==> config.mk <==
export PLATFORM = sky130hd
export DESIGN_NAME = fetch_sequencer_flat
export DESIGN_NICKNAME = d
export VERILOG_FILES = /design/src/rtl/fetch_sequencer_if.sv /design/src/rtl/fetch_sequencer.sv /design/src/flat_wrapper.sv
export SDC_FILE = /design/constraint.sdc
export NUM_CORES = 1
export LEC_CHECK = 0
export BUFFER_PORTS_ARGS = -buffer_cell sky130_fd_sc_hd__buf_2
export CAP_MARGIN = 0
export CELL_PAD_IN_SITES_DETAIL_PLACEMENT = 0
export CELL_PAD_IN_SITES_GLOBAL_PLACEMENT = 1
export CORE_UTILIZATION = 45
export DETAILED_ROUTE_END_ITERATION = 6
export PLACE_DENSITY = 0.91
export SKIP_CTS_REPAIR_TIMING = 1
export SYNTH_ARGS = -nofsm -noshare
export SYNTH_HDL_FRONTEND = slang
export SYNTH_SLANG_ARGS = --single-unit
==> constraint.sdc <==
create_clock -name CLK -period 2.9 [get_ports CLK]
set_input_delay 0 -clock CLK [delete_from_list [all_inputs] [get_ports CLK]]
set_output_delay 0 -clock CLK [all_outputs]
set_load 0.05 [all_outputs]
==> src/rtl/fetch_sequencer_if.sv <==
// ROM read port and decode-side valid/ready handshake of the fetch sequencer.
// master = sequencer side, slave = ROM/decode side.
interface fetch_sequencer_if;
    logic [15:0] rom_addr_out;
    logic [8:0]  rom_instr_in;
    logic [8:0]  instr_out;
    logic [15:0] instr_pc_out;
    logic        instr_valid_out;
    logic        instr_ready_in;

    modport master (
        output rom_addr_out,
        input  rom_instr_in,
        output instr_out,
        output instr_pc_out,
        output instr_valid_out,
        input  instr_ready_in
    );

    modport slave (
        input  rom_addr_out,
        output rom_instr_in,
        input  instr_out,
        input  instr_pc_out,
        input  instr_valid_out,
        output instr_ready_in
    );
endinterface

==> src/rtl/fetch_sequencer.sv <==
// Front end: owns the PC, reads the ROM, queues words toward decode, handles redirects and HALT.
// Optional FETCH_PERF_EN adds saturating fetch/flush counters.
module fetch_sequencer #(
    parameter int          QDEPTH     = 2,
    parameter logic [15:0] START_ADDR = 16'h0000,
    parameter logic [8:0]  HALT_WORD  = 9'h1FF
) (
    input  logic        CLK,
    input  logic        RST_n,
    input  logic        start_in,
    fetch_sequencer_if.master bus,
    input  logic        br_ctrl,
    input  logic        accdata_in,
    input  logic        jmp_ctrl,
    input  logic [7:0]  dst_in,
    output logic        halt_out,
    output logic        busy_out
`ifdef FETCH_PERF_EN
    ,
    output logic [15:0] perf_fetch_cnt,
    output logic [15:0] perf_flush_cnt
`endif
);
    localparam int PW = (QDEPTH > 1) ? $clog2(QDEPTH) : 1;
    localparam int CW = PW + 1;

    typedef enum logic [1:0] {
        IDLE  = 2'd0,
        RUN   = 2'd1,
        DRAIN = 2'd2,
        HALT  = 2'd3
    } state_t;

    state_t state_q, state_d;

    logic [15:0]   pc_q, pc_d;
    logic [15:0]   last_pc_q;
    logic [8:0]    word_q [QDEPTH];
    logic [15:0]   wpc_q  [QDEPTH];
    logic [PW-1:0] head_q, tail_q;
    logic [CW-1:0] cnt_q;

    logic        valid;
    logic        pop;
    logic        full;
    logic        redir;
    logic        take_start;
    logic        push;
    logic        halt_push;
    logic        drain_done;
    logic [15:0] target;

    assign valid = cnt_q != '0;
    assign pop   = valid & bus.instr_ready_in;
    assign full  = cnt_q == CW'(QDEPTH);
    assign redir = (state_q != IDLE) & (jmp_ctrl | (br_ctrl & accdata_in));

    // Branch offsets are relative to the last word decode accepted.
    assign target = jmp_ctrl ? {8'h00, dst_in}
                             : last_pc_q + {{8{dst_in[7]}}, dst_in};

    assign take_start = start_in & ~redir
                      & ((state_q == IDLE) | (state_q == HALT));
    assign push       = (state_q == RUN) & ~redir & (~full | pop);
    assign halt_push  = push & (bus.rom_instr_in == HALT_WORD);
    assign drain_done = (state_q == DRAIN) & ~redir
                      & pop & (cnt_q == CW'(1));

    always_ff @(posedge CLK or negedge RST_n) begin
        if (!RST_n) begin
            state_q <= IDLE;
            pc_q    <= '0;
        end else begin
            state_q <= state_d;
            pc_q    <= pc_d;
        end
    end

    always_comb begin
        state_d = state_q;
        unique case (1'b1)
            redir:      state_d = RUN;
            take_start: state_d = RUN;
            halt_push:  state_d = DRAIN;
            drain_done: state_d = HALT;
            default:    ;
        endcase
    end

    always_comb begin
        pc_d = pc_q;
        unique case (1'b1)
            redir:      pc_d = target;
            take_start: pc_d = START_ADDR;
            push:       pc_d = pc_q + 16'd1;
            default:    ;
        endcase
    end

    always_comb begin
        bus.rom_addr_out    = pc_q;
        bus.instr_valid_out = valid;
        bus.instr_out       = valid ? word_q[head_q] : '0;
        bus.instr_pc_out    = valid ? wpc_q[head_q] : '0;
        halt_out            = state_q == HALT;
        busy_out            = (state_q == RUN) | (state_q == DRAIN);
    end

    // A pop in the redirect cycle still records its PC.
    always_ff @(posedge CLK or negedge RST_n) begin
        if (!RST_n) begin
            head_q    <= '0;
            tail_q    <= '0;
            cnt_q     <= '0;
            last_pc_q <= '0;
        end else begin
            if (pop) begin
                last_pc_q <= wpc_q[head_q];
            end
            if (redir) begin
                head_q <= '0;
                tail_q <= '0;
                cnt_q  <= '0;
            end else begin
                if (pop) begin
                    head_q <= head_q + PW'(1);
                end
                if (push) begin
                    tail_q <= tail_q + PW'(1);
                end
                cnt_q <= cnt_q + CW'(push) - CW'(pop);
            end
        end
    end

    always_ff @(posedge CLK or negedge RST_n) begin
        if (!RST_n) begin
            for (int i = 0; i < QDEPTH; i++) begin
                word_q[i] <= '0;
                wpc_q[i]  <= '0;
            end
        end else if (push) begin
            word_q[tail_q] <= bus.rom_instr_in;
            wpc_q[tail_q]  <= pc_q;
        end
    end

`ifdef FETCH_PERF_EN
    logic [15:0] fetch_cnt_q;
    logic [15:0] flush_cnt_q;

    always_ff @(posedge CLK or negedge RST_n) begin
        if (!RST_n) begin
            fetch_cnt_q <= '0;
            flush_cnt_q <= '0;
        end else if (take_start) begin
            fetch_cnt_q <= '0;
            flush_cnt_q <= '0;
        end else begin
            if (push && fetch_cnt_q != 16'hFFFF) begin
                fetch_cnt_q <= fetch_cnt_q + 16'd1;
            end
            if (redir && valid && flush_cnt_q != 16'hFFFF) begin
                flush_cnt_q <= flush_cnt_q + 16'd1;
            end
        end
    end

    assign perf_fetch_cnt = fetch_cnt_q;
    assign perf_flush_cnt = flush_cnt_q;
`endif
endmodule

==> src/flat_wrapper.sv <==
// flat-port wrapper written by rule: the top's interface ports become plain ports
module fetch_sequencer_flat 
#(
    parameter int          QDEPTH     = 2,
    parameter logic [15:0] START_ADDR = 16'h0000,
    parameter logic [8:0]  HALT_WORD  = 9'h1FF
)
  (CLK, RST_n, start_in, br_ctrl, accdata_in, jmp_ctrl, dst_in, halt_out, busy_out, bus_rom_addr_out, bus_rom_instr_in, bus_instr_out, bus_instr_pc_out, bus_instr_valid_out, bus_instr_ready_in);
  fetch_sequencer_if bus_i ();
  input  logic CLK;
  input  logic RST_n;
  input  logic start_in;
  input  logic br_ctrl;
  input  logic accdata_in;
  input  logic jmp_ctrl;
  input  logic [7:0] dst_in;
  output logic halt_out;
  output logic busy_out;
  output wire logic [$bits(bus_i.rom_addr_out)-1:0] bus_rom_addr_out;
  input wire logic [$bits(bus_i.rom_instr_in)-1:0] bus_rom_instr_in;
  output wire logic [$bits(bus_i.instr_out)-1:0] bus_instr_out;
  output wire logic [$bits(bus_i.instr_pc_out)-1:0] bus_instr_pc_out;
  output wire logic [$bits(bus_i.instr_valid_out)-1:0] bus_instr_valid_out;
  input wire logic [$bits(bus_i.instr_ready_in)-1:0] bus_instr_ready_in;
  assign bus_rom_addr_out = bus_i.rom_addr_out;
  assign bus_i.rom_instr_in = bus_rom_instr_in;
  assign bus_instr_out = bus_i.instr_out;
  assign bus_instr_pc_out = bus_i.instr_pc_out;
  assign bus_instr_valid_out = bus_i.instr_valid_out;
  assign bus_i.instr_ready_in = bus_instr_ready_in;
  fetch_sequencer #(.QDEPTH(QDEPTH), .START_ADDR(START_ADDR), .HALT_WORD(HALT_WORD)) u_core (.CLK(CLK), .RST_n(RST_n), .start_in(start_in), .bus(bus_i), .br_ctrl(br_ctrl), .accdata_in(accdata_in), .jmp_ctrl(jmp_ctrl), .dst_in(dst_in), .halt_out(halt_out), .busy_out(busy_out));
endmodule
==> results of run 1 <==
-- cell usage in the layout, fill, tap and decap left out, types with 2 or more instances in the layout --
master,synthesis,layout
a21o_1,6,6
o221ai_1,3,3
a21oi_1,27,27
or3_1,3,3
nor4_1,3,3
nand4_1,5,5
buf_4,1,8
o211ai_1,6,6
xor2_1,6,6
xnor2_1,10,10
ha_1,22,22
nand2b_1,2,2
nor2b_1,2,2
nor3b_1,4,4
and2_1,2,2
nand2_1,45,45
and3_1,4,4
and4_1,2,2
clkinv_4,0,3
a211oi_1,3,3
inv_6,0,2
o22ai_1,2,2
mux2_1,21,21
dlygate4sd3_1,0,10
nor3_1,4,4
clkbuf_8,0,10
mux2i_1,29,29
dfrtp_1,88,88
buf_2,4,66
nand3_1,8,8
o21ba_2,2,2
a31oi_1,6,6
o21ai_0,38,38
mux2_2,29,29
nor2_1,43,42
inv_1,10,10
-- how the worst max path moves through the flow --
stage / startpoint / to / slack [ns] / cells past startpoint
floorplan: u_core.cnt_q[1] / u_core.cnt_q[1] / 0.38 / 11
global placement: u_core.state_q[0] / u_core.bus.rom_addr_out[9] / 0.62 / 7
detailed placement: u_core.state_q[0] / u_core.bus.rom_addr_out[9] / 0.59 / 7
CTS: u_core.state_q[0] / u_core.bus.rom_addr_out[9] / 0.54 / 7
global route: u_core.state_q[0] / u_core.bus.rom_addr_out[9] / 0.31 / 7
finish: u_core.state_q[0] / u_core.bus.rom_addr_out[9] / 0.50 / 7
-- layout make-up --
cell class	count	area share, %
Multi-Input combinational cell	362	45.67
Sequential cell	88	38.31
Timing Repair Buffer	84	8.533
Tap cell	140	3.047
Clock buffer	10	2.394
Clock inverter	6	1.284
Inverter	11	0.7619
-- where the power goes --
part,total [mW],internal [mW],leakage [nW],switching [mW]
registers,2.15,1.73,1.08,0.423
logic,2.95,1.03,1.47,1.92
clock network,0.912,0.433,0.107,0.479
total,6.02,3.19,2.65,2.82
-- state kept, by name, indices dropped and copies added (netlist names) --
register	flops
u_core.head_q	1
u_core.bus.rom_addr_out	16
u_core.tail_q	1
u_core.cnt_q	2
u_core.last_pc_q	16
u_core.word_q	18
u_core.wpc_q	32
u_core.state_q	2
-- kinds of logic after synthesis --
kind of cell / share of synthesized area, %
adders and majority gates: 5.909
muxes: 17.08
and+or+nand+nor: 12.44
buffers and inverters: 3.455
AOI/OAI and AO/OA: 14.25
xor gates and xnor gates: 2.804
DFF: 44.07
-- worst max-delay path, delay by kind of cell, from the launching register on --
family                     cells  cell delay (ns)
adders and majority gates      1             0.29
DFF                            1             0.43
AOI/OAI and AO/OA              4             1.25
buffers and inverters          2             0.28
-- per-layer routing --
layer	vias to the layer above	part of all wire (%)
met4	0	1.5
met5	-	0
met2	74	51
met1	1914	45
li1	1889	-
met3	14	2.7
==> reports/results.ini, run 1 <==
[worst_hold_path]
worstHoldEndpoint=u_core.bus.rom_addr_out[2]
hp-class=primary input to flip-flop
min_path_cells=3
min_from=dst_in[2]

[logic_synthesis]
synth.largest_area_cell=dfrtp_1
seq_area_frac_synth_pct=44.07
synth_cell_types=60
ys_ff_latch=88
yosys-top-cells-area=dfrtp_1 44%, mux2_2 6.5%, mux2i_1 5.8%
netlist.area_leader.share_pct=44.07
synthesis.nets=530
synth_warnings=0
syn_area_um2=4997
synthArstFlopShare_pct=100.0
synth_edf_count=0
synth-main-ff-cell=dfrtp_1
synthTopCellsByCount=88 x dfrtp_1, 45 x nand2_1, 43 x nor2_1
synth_cells=483
synth_most_common_cell=dfrtp_1
syn_avg_cell_area_um2=10.35

[status]
status=finished, final reports clean

[cells_and_area]
multi_input_area_um2=2625
nNetsFinal=603
utilization_pct=53.02
fin_cells=701
seq_area_um2=2202
area_delta_synth_final_pct=15.02
diodes=0
final_area_um2=5748
drive_above_1_share_pct=23.53
fill_cells=991

[route]
via_per_inst=5.551
num_vias=3891
route.detailed.drc=0
wire_per_inst_um=16.98
ant_nets=0
first_iter_violations=201
firstDrtPassIters=4
routed_wl_mm=11.90

[clocking]
clkLatencyLatePin_ns=0.37
clock-root-buffer=clkbuf_8
cts_buffers=9
cts_tree=yes
clk_path_buf_depth=2
clk_pin_slew_ns=0.11
clock-sinks=88
h-tree-depth=3

[critical_path]
path_cells=inv_1 -> ha_1 -> o221ai_1 -> inv_1 -> a21o_1 -> a21oi_1 -> o21ai_0
critPathRequiredTime_ns=3.13
cpMaxStageDelayCell=o221ai_1
r2r-start=u_core.state_q[0]
cp-start-kind=flip-flop
worst_setup_path_end_kind=flip-flop
worstPathMaxFanout=10
worst_ep_arrival_time_ns=2.63
critPathKind=flip-flop to flip-flop
crit_top_cell=inv_1
reg2reg_depth=7
cpPeakStageDelay_ns=0.75
r2r-end=u_core.bus.rom_addr_out[9]
r2r_slack_ns=0.50

[sta]
worst_pin_slew_ns=1.138
hold_ws_ns=0.008964
fin_crit_ns=2.402
setup_viol=0
hold_violations=0
worst_slack_ns=0.4978
max_slew_margin_pct=24.11
rsz0062_at_grt=false
final_max_slew_viol_count=0
fin_crit_sh_pct=82.83
fmax_mhz=416.3
setup_tns_ns=0
fin_worst_skew_ns=0.02731

[grt]
grt_use_total_pct=22.02
grt_start_max_net_pins=89
grt.met1_usage_pct=27.82
first_global_vias=3920
busiest_layer=met2
grtUsageMet2_pct=39.03
antenna_found_initial=0
grt_overflow=0
met3_usage_pct=3.692
grt_pass1_wl_mm=19.59

[floorplan]
io-pin-count=68
core_area_um2=10840
die_x_um=107.4
rows=38
dieArea_um2=11530
die_h_um=107.4
start_util_pct=46.10

[placement]
pre_cts_ws_ns=0.5915
placed_cells=675
place.gp.congestion=0.8680
port_buffers=67
placed_cell_area_um2=5436
hpwl_mm=8.578

[power]
ir_worst_vdd_mv=0.5333
powerDensity_nw_per_um2=1047
total_leakage_power_nw=2.651
power.total_mw=6.016

[flow_run]
cap_viol_max_count=0

(Power assumes the default switching activity.)
==> run 2, diff against run 1 <==
==> constraint.sdc (replaced) <==
create_clock -name CLK -period 2.4 [get_ports CLK]
set_input_delay 0 -clock CLK [delete_from_list [all_inputs] [get_ports CLK]]
set_output_delay 0 -clock CLK [all_outputs]
set_load 0.05 [all_outputs]
==> run 2 against run 1 <==
  * Design area up 1.9%
  * Non-clock buffer count up 11
  * Critical endpoint is now u_core.bus.rom_addr_out[10]
  * First-iteration DRC count down 4.0%
  * Count of clock-buffer cells in the layout unchanged
  * Cell count up 1.6%
  * The flow now finishes with violations (hold timing)
  * Clock skew down 0.018 ns
  * Fmax up 10%
  * Clock power up 17%
  * Largest cell class unchanged
==> reports/results.ini, run 2 (synthesis gave the netlist of run 1 again) <==
[grt]
grt_overflow=0  ; unchanged
grt_start_max_net_pins=52  ; -42%
antenna_found_initial=0  ; unchanged
first_global_vias=3925  ; +0.13%
grt_use_total_pct=22.85  ; +0.83 points
grt_pass1_wl_mm=19.86  ; +1.4%

[floorplan]
rows=38  ; unchanged
core_area_um2=10840  ; unchanged
start_util_pct=46.10  ; unchanged
dieArea_um2=11530  ; unchanged
die_h_um=107.4  ; unchanged
die_x_um=107.4  ; unchanged
io-pin-count=68  ; unchanged

[placement]
placed_cell_area_um2=5514  ; +1.4%
port_buffers=67  ; unchanged
place.gp.congestion=0.8924  ; +2.8%
hpwl_mm=9.001  ; +4.9%

[sta]
hold_violations=1  ; +1
fin_crit_sh_pct=90.83  ; +8.0 points
final_max_slew_viol_count=0  ; unchanged
setup_viol=0  ; unchanged
worst_pin_slew_ns=0.6583  ; -0.4801 ns
fin_crit_ns=2.180  ; -0.2223 ns
setup_tns_ns=0  ; unchanged
rsz0062_at_grt=false
fmax_mhz=458.7  ; +10%
hold_ws_ns=-0.003311  ; -0.01228 ns
fin_worst_skew_ns=0.009647  ; -0.01767 ns
max_slew_margin_pct=56.11  ; +32 points

[worst_hold_path]
hp-class=primary input to flip-flop
min_from=dst_in[4]

[power]
p_clk_share_pct=14.7  ; -0.5 points
ir_worst_vdd_mv=0.8411  ; +58%
p_int_mw=3.872  ; +21%
swShare_pct=46.85  ; -0.10 points
power_frac_comb_pct=49.1  ; about the same
powerDensity_nw_per_um2=1244  ; +19%
sequentialPowerShare_pct=36.2  ; +0.4 points
switchingPower_mw=3.413  ; +21%
total_leakage_power_nw=2.710  ; +2.2%

[clocking]
cts_buffers=9  ; unchanged
clk_pin_slew_ns=0.09  ; -0.02 ns
cts_tree=yes
h-tree-depth=3  ; unchanged
clk_path_buf_depth=2  ; unchanged
clock-sinks=88  ; unchanged
clkLatencyLatePin_ns=0.37  ; about the same
clock-root-buffer=clkbuf_8

[cells_and_area]
area_delta_synth_final_pct=17.23
largest_register_ffs=32  ; unchanged
top_regs=u_core.wpc_q x32, u_core.word_q x18
diodes=0  ; unchanged
regMostFlops=u_core.wpc_q
nNetsFinal=614  ; +1.8%
most-common-layout-cells=88 x dfrtp_1, 66 x buf_2, 45 x nand2_1
layout_commonest_cell=dfrtp_1
final_area_um2=5858  ; +1.9%
drive_above_1_share_pct=24.48  ; +0.95 points

[status]
failed_checks=hold timing
status=finished, violations left

[critical_path]
cp-start-kind=flip-flop
critPathKind=flip-flop to flip-flop
worstPathMaxFanout=4  ; -6
critPathRequiredTime_ns=2.64  ; -0.49 ns
worst_setup_path_end_kind=flip-flop
critPathLaunch=u_core.last_pc_q[0]
worst_ep_arrival_time_ns=2.42  ; -0.21 ns
r2r-start=u_core.last_pc_q[0]

[route]
ant_nets=0  ; unchanged
via_per_inst=5.709  ; +2.9%
routed_wl_mm=12.43  ; +4.4%
firstDrtPassIters=4  ; unchanged
num_vias=4065  ; +4.5%
wire_per_inst_um=17.45  ; +2.8%
route.detailed.drc=0  ; unchanged
first_iter_violations=193  ; -4.0%

[flow_run]
cap_viol_max_count=0  ; unchanged

-- run 2: changes by cell type in the layout (fill, tap and decap cells not counted), sizes merged --
cell / before / now
clkinv: 3 / 4
buf: 74 / 81
dlygate4sd3: 10 / 14
inv: 13 / 12
-- run 2: final cells by class --
class	count	area [µm²]
inverter	11	43.79
fill	997	4982
timing repair buffer	95	608.1
clock buffer	10	137.6
multi-input combinational	362	2625
sequential	88	2202
clock inverter	6	66.31
tap	140	175.2
-- run 2: critical path: stages, from the launching register on --
cell and delay [ns]:
dfrtp_1 0.39, ha_1 0.23, fa_1 0.43, a21oi_1 0.21
o211ai_1 0.11, o211ai_1 0.20, o21ba_2 0.24, xor2_1 0.15
o21ai_0 0.08
-- run 2: stage by stage --
step                      power, mW  utilization (%)  cells  setup WS [ns]  hold slack [ns]
final                         7.285            54.04    712         0.2201        -0.003311
after CTS                     7.305            52.75    698         0.2074          -0.3362
after global routing          7.750            54.04    712        0.07471         0.008448
after detailed placement      6.220            50.87    682         0.2521          0.06582
after global placement        6.113            50.87    682         0.3012          0.06055
after floorplan               5.257                -    483         0.1254          -0.2956
-- run 2: per-layer routing --
layer	routed length [µm]	global-route usage, %	vias up	part of all wire [%]
li1	-	-	1910	-
met1	5323	28.99	2006	43
met2	6094	38.06	126	49
met3	706	4.419	23	5.7
met4	303	9.687	0	2.4
met5	0	0	-	0
-- run 2: power groups by stage --
| stage | Clock [mW] | Combinational, mW | Sequential [mW] |
|---|---|---|---|
| final | 1.07 | 3.58 | 2.64 |
| after global routing | 1.17 | 3.87 | 2.72 |
| after CTS | 1.10 | 3.57 | 2.64 |
| after detailed placement | 0 | 3.55 | 2.67 |
| after global placement | 0 | 3.49 | 2.62 |
| after floorplan | 0 | 2.40 | 2.85 |
-- run 2: final timing paths --
path                                          endpoint  slack [ns]  cells after the start
max                        u_core.bus.rom_addr_out[10]        0.22                      8
max reg2reg                u_core.bus.rom_addr_out[10]        0.22                      8
max in group asynchronous          u_core.last_pc_q[1]        1.46                      3
min reg2reg                           u_core.wpc_q[24]        0.50                      1
min                         u_core.bus.rom_addr_out[4]      -0.003                      3
min in group asynchronous          u_core.last_pc_q[8]        0.19                      2
